### config.mk
export PLATFORM = sky130hd
export DESIGN_NAME = uart_rx_fifo
export DESIGN_NICKNAME = d
export VERILOG_FILES = /design/src/rtl/uart_rx_fifo.sv
export SDC_FILE = /design/constraint.sdc
export NUM_CORES = 1
export LEC_CHECK = 0
export ABC_CLOCK_PERIOD_IN_PS = 14820
export CAP_MARGIN = 20
export CORE_MARGIN = 1
export CORE_UTILIZATION = 27
export CTS_CLUSTER_DIAMETER = 50
export DETAILED_ROUTE_END_ITERATION = 10
export MAX_ROUTING_LAYER = met4
export PLACE_DENSITY = 0.41
export SETUP_SLACK_MARGIN = 0.02
export SYNTH_ARGS = -nofsm -noshare
export SYNTH_HDL_FRONTEND = slang
export SYNTH_SLANG_ARGS = --single-unit
### constraint.sdc
create_clock -name clk -period 14.82 [get_ports clk]
set_clock_uncertainty 0.2 [all_clocks]
set_input_delay 2.223 -clock clk [delete_from_list [all_inputs] [get_ports clk]]
set_output_delay 2.223 -clock clk [all_outputs]
set_load 0.02 [all_outputs]
### src/rtl/uart_rx_fifo.sv
// Receive buffer between the UART receiver and the bus side: show-ahead FIFO of
// {perr, data}, sticky overrun, level-threshold and character-timeout interrupts.
module uart_rx_fifo #(
    parameter int DEPTH          = 16,
    parameter int TIMEOUT_CYCLES = 17360,
    localparam int AW            = $clog2(DEPTH)
) (
    input  logic          clk,
    input  logic          rst_n,
    input  logic          wr_en,
    input  logic [7:0]    wr_data,
    input  logic          wr_perr,
    input  logic          rd_en,
    output logic [7:0]    rd_data,
    output logic          rd_perr,
    input  logic          flush,
    input  logic          ovr_clr,
    input  logic [AW:0]   thresh,
    output logic          empty,
    output logic          full,
    output logic [AW:0]   level,
    output logic          overrun,
    output logic          thresh_irq,
    output logic          timeout_irq
);

    localparam int TW               = $clog2(TIMEOUT_CYCLES + 1);
    localparam logic [TW-1:0] TO_MAX  = TW'(TIMEOUT_CYCLES);
    localparam logic [AW:0]   DEPTH_L = (AW + 1)'(DEPTH);

    logic [8:0]    mem [DEPTH];
    logic [AW:0]   wr_ptr;
    logic [AW:0]   rd_ptr;
    logic [TW-1:0] to_cnt;
    logic [TW-1:0] to_cnt_nxt;
    logic [AW:0]   level_nxt;
    logic          push_ok;
    logic          pop_ok;
    logic          ovr_set;

    assign level = wr_ptr - rd_ptr;
    assign empty = (level == '0);
    assign full  = (level == DEPTH_L);

    // Flush overrides everything; a push racing a flush is silently discarded.
    assign pop_ok  = rd_en && !empty && !flush;
    assign push_ok = wr_en && !flush && (!full || pop_ok);
    assign ovr_set = wr_en && !flush && full && !pop_ok;

    assign {rd_perr, rd_data} = mem[rd_ptr[AW-1:0]];

    always_ff @(posedge clk) begin
        if (push_ok) begin
            mem[wr_ptr[AW-1:0]] <= {wr_perr, wr_data};
        end
    end

    always_comb begin
        level_nxt = '0;
        if (!flush) begin
            level_nxt = level + (AW + 1)'(push_ok) - (AW + 1)'(pop_ok);
        end
    end

    always_comb begin
        to_cnt_nxt = to_cnt;
        if (flush || push_ok || pop_ok || empty) begin
            to_cnt_nxt = '0;
        end else if (to_cnt != TO_MAX) begin
            to_cnt_nxt = to_cnt + TW'(1);
        end
    end

    always_ff @(posedge clk or negedge rst_n) begin
        if (!rst_n) begin
            wr_ptr      <= '0;
            rd_ptr      <= '0;
            overrun     <= 1'b0;
            to_cnt      <= '0;
            thresh_irq  <= 1'b0;
            timeout_irq <= 1'b0;
        end else begin
            if (flush) begin
                wr_ptr <= '0;
                rd_ptr <= '0;
            end else begin
                if (push_ok) wr_ptr <= wr_ptr + (AW + 1)'(1);
                if (pop_ok)  rd_ptr <= rd_ptr + (AW + 1)'(1);
            end

            // A drop in the same cycle as ovr_clr keeps the flag set.
            if (flush)        overrun <= 1'b0;
            else if (ovr_set) overrun <= 1'b1;
            else if (ovr_clr) overrun <= 1'b0;

            to_cnt      <= to_cnt_nxt;
            timeout_irq <= (to_cnt_nxt == TO_MAX);
            thresh_irq  <= (thresh != '0) && (level_nxt >= thresh);
        end
    end

endmodule
## After elaboration in Yosys (flattened, before gate mapping)

Memory sizes are Yosys's and may differ from the RTL's.
Cells that the tools add are included.

| cells by class | value |
|---|---|
| reduce and logical (&&, ||, !) cells | 20 |
| add/sub/neg operators | 6 |
| mux-type cells | 12 |
| $lt $le $gt $ge | 1 |
| equality and inequality tests | 3 |

Operator list:

| operator | number |
|---|---|
| $mux 15 | 2 |
| $mux 5 | 5 |
| $add 15x1->15 const B | 1 |
| $eq 15x15->1 const B | 1 |
| $ne 15x15->1 const B | 1 |
| $add 5x1->5 const B | 2 |
| $logic_and 1x1->1 | 7 |
| $add 5x1->5 | 1 |
| $eq 5x5->1 const B | 1 |
| $ge 5x5->1 | 1 |
| $logic_not 5->1 | 1 |
| $mux 1 | 5 |
| $reduce_bool 5->1 | 1 |
| $sub 5x1->5 | 1 |
| $sub 5x5->5 | 1 |
| $logic_not 1->1 | 4 |
| $logic_or 1x1->1 | 4 |
| $reduce_bool 2->1 | 2 |
| $reduce_bool 3->1 | 1 |

| storage, ports and cells | value |
|---|---|
| word-level logic and storage cells | 49 |
| output and inout bits | 19 |
| memory bits (writable) | 144 |
| bits of input ports | 20 |
| memories | 1 |
| flip-flop bits (word level) | 28 |

Memory list:

| memory | words | bits a word | rd ports | clocked after memory_dff | wr ports | line | text |
|---|---|---|---|---|---|---|---|
| mem | 16 | 9 | 1 | 0 | 1 | 31 | `logic [8:0] mem [DEPTH];` |

## Longest topological paths before layout

Gate-level depths: netlist of the first run.

| logic depth | value |
|---|---|
| word-level depth | 12 |
| mapped depth | 23 |
| gate-level depth less buffers | 20 |

## Worst setup path before layout of the first run

Ideal clock, no wire load.

| path | value |
|---|---|
| path kind | flip-flop to output port |
| start point | register rd_ptr[1] |
| end point | output port full |
| required time | 12397 ps |
| data arrival time | 2594 ps |
| slack | 9803 ps |
| buffers on the path | 2 |
| cell stages (with the launch flop) | 12 |
| cell sequence | dfrtp_1 > clkbuf_1 > clkbuf_1 > inv_1 > ha_1 > nand2_1 > o21ai_0 > xnor2_1 > ha_1 > nand3b_1 > a211o_1 > nand2_1 |

| on the way | value |
|---|---|
| cells in the longest elaborated chain, start to end | 2 |

Ends and longest elaborated chain:

| what | line | text |
|---|---|---|
| start, declared | 33 | `logic [AW:0] rd_ptr;` |
| start signal, assigned | 88 | `if (pop_ok) rd_ptr <= rd_ptr + (AW + 1)'(1);` |
| $sub 5x5->5 | 41 | `assign level = wr_ptr - rd_ptr;` |
| $eq 5x5->1 | 43 | `assign full = (level == DEPTH_L);` |
| end, declared | 20 | `output logic full,` |

No other way between the ends.

## Final worst setup path of the first run

| path | value |
|---|---|
| start point | register rd_ptr[2] |
| end point | output port full |

Same word-level chain as after synthesis.

==> results.tsv, run 1 <==
stage	metric	value	unit
power_and_ir_drop	Int Pwr	988.1	uW
power_and_ir_drop	part of the power in registers	0.378	
floorplan	Die Height	170.0	um
global_route	M2 GR Usage	0.2149	
run_status	status	complete, no violations	
floorplan	IO Pins	39	
power_and_ir_drop	clock share of power	0.302	
power_and_ir_drop	Net Sw Frac	0.3114	
synth	post-synthesis sequential area ratio	0.6597	
global_route	grt ovf	0	
setup_path	Critical Path Source	rd_ptr[2]	
cells_and_area	Ant. Diodes	0	
sta	relative slew slack	0.3612	
route	DRT Wirelength	17.57	mm
setup_path	critical path's slowest cell	clkdlybuf4s50_1	
sta	crit path time final	6025	ps
place	placed cell count	881	
cts	Post CTS Setup Buffer Count	0	
floorplan	die width	170.0	um
global_route	total track usage	0.1361	
setup_path	Req. time, crit path	12400	ps
sta	Fmax	166.0	MHz
min_path	Hold Crit Class	reg2reg	
floorplan	Cell Rows	61	
floorplan	initial core utilization	0.2742	
synth	Cells after Synth	461	
power_and_ir_drop	Pwr Total	1.435	mW
synth	top_reg_cell synth	edfxtp_1	
sta	Min Hold Slack	324.6	ps
synth	Synthesis Warnings	0	
cts	later-pin clock latency in the skew report	430	ps
synth	mapped cell area	0.007617	mm2
global_route	layer with the highest usage	met2	
cts	CTS buffer count	17	
setup_path	Critical Path Sink Type	output port	
synth	fraction of registers with async set/reset	0.1628	
cells_and_area	commonest cells after routing, fill and taps aside	edfxtp_1 (144), nor2_1 (50), mux4_2 (45)	
sta	Fin. Hold Viols	0	
synth	Post-synth EDFFs	144	
power_and_ir_drop	Net Sw Power	446.9	uW
global_route	initial antenna violation count	0	
sta	final worst path period share	0.4065	
setup_path	Crit Reg-Reg Startpoint	rd_ptr[2]	
power_and_ir_drop	PD cells	156.9	mW/mm2
route	wire length per cell	19.25	um
synth	Mapped Nets	504	
setup_path	CP Buf/Inv Count	2	
sta	Final setup viols	0	
setup_path	crit start category	flop	
min_path	HP Start	overrun	
place	I/O Buffers	38	
sta	max-slew violations	0	
synth	Yosys reg bits	172	
cts	CTS root buffer	clkbuf_16	
cts	clock slew at reported path FFs	70	ps
sta	Worst Max-Slew Pin Slew	947.8	ps
power_and_ir_drop	Peak VDD IR	0.1633	mV
synth	Synth area leaders	edfxtp_1 (57%), mux4_2 (13%), dfrtp_1 (9.2%), ha_1 (3.4%), nor2_1 (2.5%)	
cts	post_cts resized	0	
synth	Avg Synthesized Cell Area	16.52	um2
global_route	largest net degree at the start of global routing	40	
cells_and_area	most common cell after layout, fill and taps aside	edfxtp_1	
sta	setup TNS	0	ps
place	placer congestion estimate	0.7556	
floorplan	area of the core	0.02778	mm2
sta	RSZ-0062 raised after global routing	no	
cells_and_area	final net count	565	
setup_path	cell family with most CP delay	buffers and inverters	
power_and_ir_drop	Logic pwr share	0.320	
cells_and_area	share of layout cells above drive strength 1	0.1963	
cts	CTS tree	built	
route	Iteration-0 DRC Markers	242	
global_route	vias in the first global route	4438	
cells_and_area	Finished Layout Cells	913	
synth	library cells used by synthesis	52	
global_route	M1 GR Usage	0.1695	
setup_path	Worst EP arrival	3600	ps
cts	H-tree depth	4	
route	via density per instance	4.499	
setup_path	CP peak stage delay	610	ps
cells_and_area	synthesis-to-finish area growth	20.07	%
global_route	GR Util met3	0.03302	
setup_path	cell breakdown of the critical path	inv_2 -> ha_1 -> a21oi_1 -> o21ai_0 -> xnor2_1 -> ha_1 -> nand3b_1 -> nand4b_1 -> nand2_1 -> clkdlybuf4s50_1	
route	vias	4108	
place	HPWL Detailed	10.94	mm
setup_path	critical path class	reg2out	
floorplan	total die area	0.02889	mm2
setup_path	Max FO, Critical Path	10	
job	maximum capacitance violations	0	
synth	share of the synthesized area in the top cell type	0.5677	
route	drt drc	0	
setup_path	Most common cell on crit path	ha_1	
cells_and_area	filler instances	2729	
cts	CTS Hold Bufs	0	
cells_and_area	fin util	0.3292	
power_and_ir_drop	LEAKAGE	3.059	nW
route	DRT Pass-1 Iters	4	
cts	Max clock buf depth	2	
cts	clock sink total	172	
route	DRT antenna net count	0	
synth	Synth area leader	edfxtp_1	
global_route	global-route wire length before repair	27.22	mm
-- worst paths after layout --
path                                   end  cells past startpoint  slack, ps
min in group asynchronous        to_cnt[2]                      2       1990
worst max-delay path                  full                     10       8800
worst min-delay path               overrun                      2        320
max in group asynchronous        rd_ptr[0]                      2      12120
worst min register to register     overrun                      2        320
worst max register to register  thresh_irq                     20       9370
-- logic make-up (layout without fill, tap and decap cells) --
logic type | Yosys count | in the layout | share of synthesized area
AND/OR/NAND/NOR | 115 | 115 | 0.08131
flip-flops | 172 | 172 | 0.6597
XOR/XNOR | 22 | 22 | 0.02710
AO/OA/AOI/OAI | 40 | 40 | 0.03236
buffers and inverters | 39 | 113 | 0.02004
multiplexers | 50 | 50 | 0.1398
adder cells (fa/ha/maj) | 23 | 23 | 0.03975
-- power groups by stage --
| stage | combinational (mW) | sequential (mW) | clock (mW) |
|---|---|---|---|
| global route | 0.505 | 0.544 | 0.464 |
| CTS | 0.468 | 0.542 | 0.445 |
| finish | 0.459 | 0.542 | 0.433 |
| global placement | 0.467 | 0.553 | 0 |
| floorplan | 0.322 | 0.553 | 0 |
| detailed placement | 0.466 | 0.553 | 0 |
-- Yosys cell counts, types with 2 or more instances --
cell,n
fa_1,2
xor2_1,9
buf_1,2
and4_1,2
or3_1,13
nor2b_1,3
nand3_1,14
nor3_1,3
dfrtp_1,28
mux4_2,45
edfxtp_1,144
clkbuf_1,9
o21ai_0,10
nand2_1,6
nor2_1,50
xnor2_1,12
a21oi_1,17
mux2i_1,4
ha_1,21
nand3b_1,2
inv_1,22
nand4_1,2
and3_1,2
buf_2,5
nand2b_1,7
-- worst min-delay path, delay by kind of cell, from the launching register on --
kind            cells  cell delay, ps
flops               1             350
simple gates        1              70
compound gates      1              60
-- layout make-up --
type | instances | area (um2) | share of cell area
clock buffer | 17 | 425.4 | 0.04651
timing repair buffer | 58 | 530.5 | 0.05800
inverter | 23 | 86.33 | 0.009439
sequential | 172 | 5027 | 0.5497
tap | 378 | 473.0 | 0.05171
clock inverter | 15 | 156.4 | 0.01710
multi-input combinational | 250 | 2447 | 0.2676
-- flip-flops by register name, indices dropped and copies added, names as in the netlist --
name and flops:
to_cnt 15, timeout_irq 1, thresh_irq 1, rd_ptr 5, wr_ptr 5, mem 144
overrun 1
-- layer usage --
layer | vias to the layer above | wire length, um
met4 | 0 | 374
li1 | 1907 | -
met2 | 89 | 8467
met5 | - | 0
met1 | 2088 | 8096
met3 | 24 | 634
-- through the flow --
step                setup slack (ps)  instance area, um2
floorplan                       9803                7617
detailed placement              8794                8564
global placement                8854                8564
global route                    8546                9146
CTS                             8773                9146
finish                          8795                9146
(Power assumes the default switching activity.)
==> run 2: changes to the inputs <==
--- a/config.mk
+++ b/config.mk
@@ -5,14 +5,14 @@
 export SDC_FILE = /design/constraint.sdc
 export NUM_CORES = 1
 export LEC_CHECK = 0
-export ABC_CLOCK_PERIOD_IN_PS = 14820
+export ABC_CLOCK_PERIOD_IN_PS = 5500
 export CAP_MARGIN = 20
 export CORE_MARGIN = 1
 export CORE_UTILIZATION = 27
 export CTS_CLUSTER_DIAMETER = 50
 export DETAILED_ROUTE_END_ITERATION = 10
 export MAX_ROUTING_LAYER = met4
-export PLACE_DENSITY = 0.41
+export PLACE_DENSITY = 0.43
 export SETUP_SLACK_MARGIN = 0.02
 export SYNTH_ARGS = -nofsm -noshare
 export SYNTH_HDL_FRONTEND = slang
==> constraint.sdc (replaced) <==
create_clock -name clk -period 5.5 [get_ports clk]
set_clock_uncertainty 0.2 [all_clocks]
set_input_delay 0.825 -clock clk [delete_from_list [all_inputs] [get_ports clk]]
set_output_delay 0.825 -clock clk [all_outputs]
set_load 0.02 [all_outputs]
==> run 2 against run 1 <==
Compared with the run above: core utilization grew 0.19 points; register-to-register slack lost 8600 ps; flip-flop and latch count is the same; count of clock-buffer cells in the layout is the same; power grew to 2.7 times the previous value; clock power grew to 2.8 times the previous value; routed wire length shrank 1.7%; non-clock buffer count grew 3; global-route usage shrank 0.32 points; worst setup slack lost 8100 ps; final cell count grew 0.33%.
==> results.tsv, run 2 (synthesis gave the netlist of run 1 again) <==
stage	metric	value	unit	change
min_path	hold depth	2		unchanged
global_route	grt ovf	0		unchanged
global_route	vias in the first global route	4406		-0.72%
sta	Final setup viols	0		unchanged
cts	H-tree depth	4		unchanged
floorplan	total die area	0.02889	mm2	unchanged
sta	Worst Max-Slew Pin Slew	821.4	ps	-126.4 ps
power_and_ir_drop	Logic pwr share	0.317		-0.003
power_and_ir_drop	clock share of power	0.312		+0.010
setup_path	cell family with most CP delay	adder cells		
power_and_ir_drop	Net Sw Power	1.253	mW	+180%
cts	Post CTS Setup Buffer Count	0		unchanged
floorplan	IO Pins	39		unchanged
sta	final worst path period share	0.8668		
route	wire length per cell	18.85	um	-2.0%
global_route	global-route wire length before repair	26.77	mm	-1.6%
route	drt drc	0		unchanged
sta	relative slew slack	0.4524		+0.09121
global_route	GR Util met3	0.02372		-0.009302
cells_and_area	number of flip-flops in the largest register	144		unchanged
global_route	M1 GR Usage	0.1750		+0.005493
power_and_ir_drop	PD cells	427.6	mW/mm2	+170%
cells_and_area	Ant. Diodes	0		unchanged
setup_path	crit start category	flop		
cells_and_area	area of the multi-input gates	0.002447	mm2	unchanged
route	DRT Wirelength	17.27	mm	-1.7%
cells_and_area	final net count	568		+0.53%
route	DRT antenna net count	0		unchanged
setup_path	R2R cell count	19		-5.0%
global_route	largest net degree at the start of global routing	40		unchanged
global_route	layer with the highest usage	met2		
setup_path	critical path's slowest cell	dfrtp_1		
cts	CTS tree	built		
cells_and_area	commonest cells after routing, fill and taps aside	edfxtp_1 (144), nor2_1 (50), mux4_2 (45)		
route	Iteration-0 DRC Markers	365		+51%
setup_path	cell breakdown of the critical path	inv_1 -> ha_1 -> xnor2_1 -> ha_1 -> nand3b_1 -> o41ai_2 -> buf_4 -> mux2_2 -> nor2_1 -> ha_1 -> fa_1 -> a21oi_1 -> nor2_1 -> nor2_1 -> xnor3_1 -> nor2_1 -> ha_1 -> o22ai_1 -> a21oi_1		
global_route	M2 GR Usage	0.2051		-0.009800
place	placer congestion estimate	0.7635		+1.0%
place	I/O Buffers	38		unchanged
setup_path	CP peak stage delay	770	ps	+160 ps
job	maximum capacitance violations	0		unchanged
route	DRT Pass-1 Iters	4		unchanged
min_path	Hold Crit Class	reg2reg		
setup_path	Max FO, Critical Path	13		+3
floorplan	Die Height	170.0	um	unchanged
setup_path	Critical Path Sink Type	flop		
sta	Worst Setup Slack, final	732.8	ps	-8063 ps
floorplan	initial core utilization	0.2742		unchanged
global_route	total track usage	0.1329		-0.003223
cts	CTS buffer count	17		unchanged
cells_and_area	fin util	0.3312		+0.001937
floorplan	area of the core	0.02778	mm2	unchanged
run_status	status	complete, no violations		
cts	CTS root buffer	clkbuf_16		
power_and_ir_drop	Int Pwr	2.681	mW	+170%
power_and_ir_drop	Peak VDD IR	0.3716	mV	+130%
route	via density per instance	4.536		+0.81%
sta	max-slew violations	0		unchanged
sta	RSZ-0062 raised after global routing	no		
power_and_ir_drop	Net Sw Frac	0.3186		+0.007171
sta	Fmax	209.8	MHz	
power_and_ir_drop	part of the power in registers	0.371		-0.007
setup_path	Crit. path cell count	19		+9
cts	clock slew at reported path FFs	70	ps	about the same
cts	post_cts resized	0		unchanged
setup_path	Worst EP arrival	4880	ps	+1280 ps
setup_path	CP Buf/Inv Count	2		unchanged
cells_and_area	synthesis-to-finish area growth	20.78	%	
cells_and_area	share of layout cells above drive strength 1	0.2007		+0.004482
cells_and_area	Sequential Area	0.005026	mm2	about the same
floorplan	Cell Rows	61		unchanged
sta	setup TNS	0	ps	unchanged
global_route	initial antenna violation count	0		unchanged
cts	clock sink total	172		unchanged
power_and_ir_drop	LEAKAGE	3.085	nW	+0.85%
sta	crit path time final	4767	ps	
setup_path	Worst R2R Setup Slack	730	ps	-8640 ps
setup_path	critical path class	reg2reg		
power_and_ir_drop	Pwr Total	3.934	mW	+170%
place	HPWL Detailed	10.95	mm	about the same
sta	Fin. Hold Viols	0		unchanged
cells_and_area	filler instances	2712		-0.62%
floorplan	die width	170.0	um	unchanged
cts	Max clock buf depth	2		unchanged
cts	CTS Hold Bufs	0		unchanged
setup_path	Req. time, crit path	5610	ps	-6790 ps
place	pre-CTS WS	737.2	ps	-8057 ps
cells_and_area	most common cell after layout, fill and taps aside	edfxtp_1		
route	vias	4155		+1.1%
cts	later-pin clock latency in the skew report	430	ps	about the same
## run 2: tightest hold or removal path, stage by stage, from the launching register on
cell     delay [ps]
dfrtp_1         360
a32oi_1          60
nor2_1           90
## run 2: final cells by class
class,instances,area share
flip-flops and latches,172,0.5463
multi-input cells,250,0.2660
repair buffers,61,0.06052
well taps,378,0.05141
clock buffers,17,0.04624
clock inverters,15,0.02013
inverters,23,0.009384
## run 2: final timing paths
kind | endpoint | startpoint
setup / recovery | thresh_irq | rd_ptr[3]
hold / removal | overrun | overrun
setup reg to reg | thresh_irq | rd_ptr[3]
hold reg to reg | overrun | overrun
max in group asynchronous | rd_ptr[0] | rst_n
min in group asynchronous | to_cnt[1] | rst_n
## run 2: power by group through the flow
stage                     clock (mW)  combinational, mW  sequential (mW)
after floorplan                    0              0.867             1.49
after global placement             0               1.27             1.49
after detailed placement           0               1.27             1.49
after CTS                       1.25               1.28             1.46
after global routing            1.31               1.38             1.46
final                           1.23               1.25             1.46
## run 2: layer usage
layer	share of wire	wire [um]	up-vias
met5	0	0	-
met4	0.011	195	0
met3	0.034	591	11
met2	0.48	8235	69
met1	0.48	8248	2160
li1	-	-	1915
## run 2: through the flow
step / hold WS (ps) / instance area (um2) / instances
global route: 376.2 / 9200 / 916
global placement: 347.0 / 8571 / 882
floorplan: 320.1 / 7617 / 461
finish: 344.2 / 9200 / 916
detailed placement: 322.9 / 8582 / 883
CTS: 357.1 / 9193 / 915
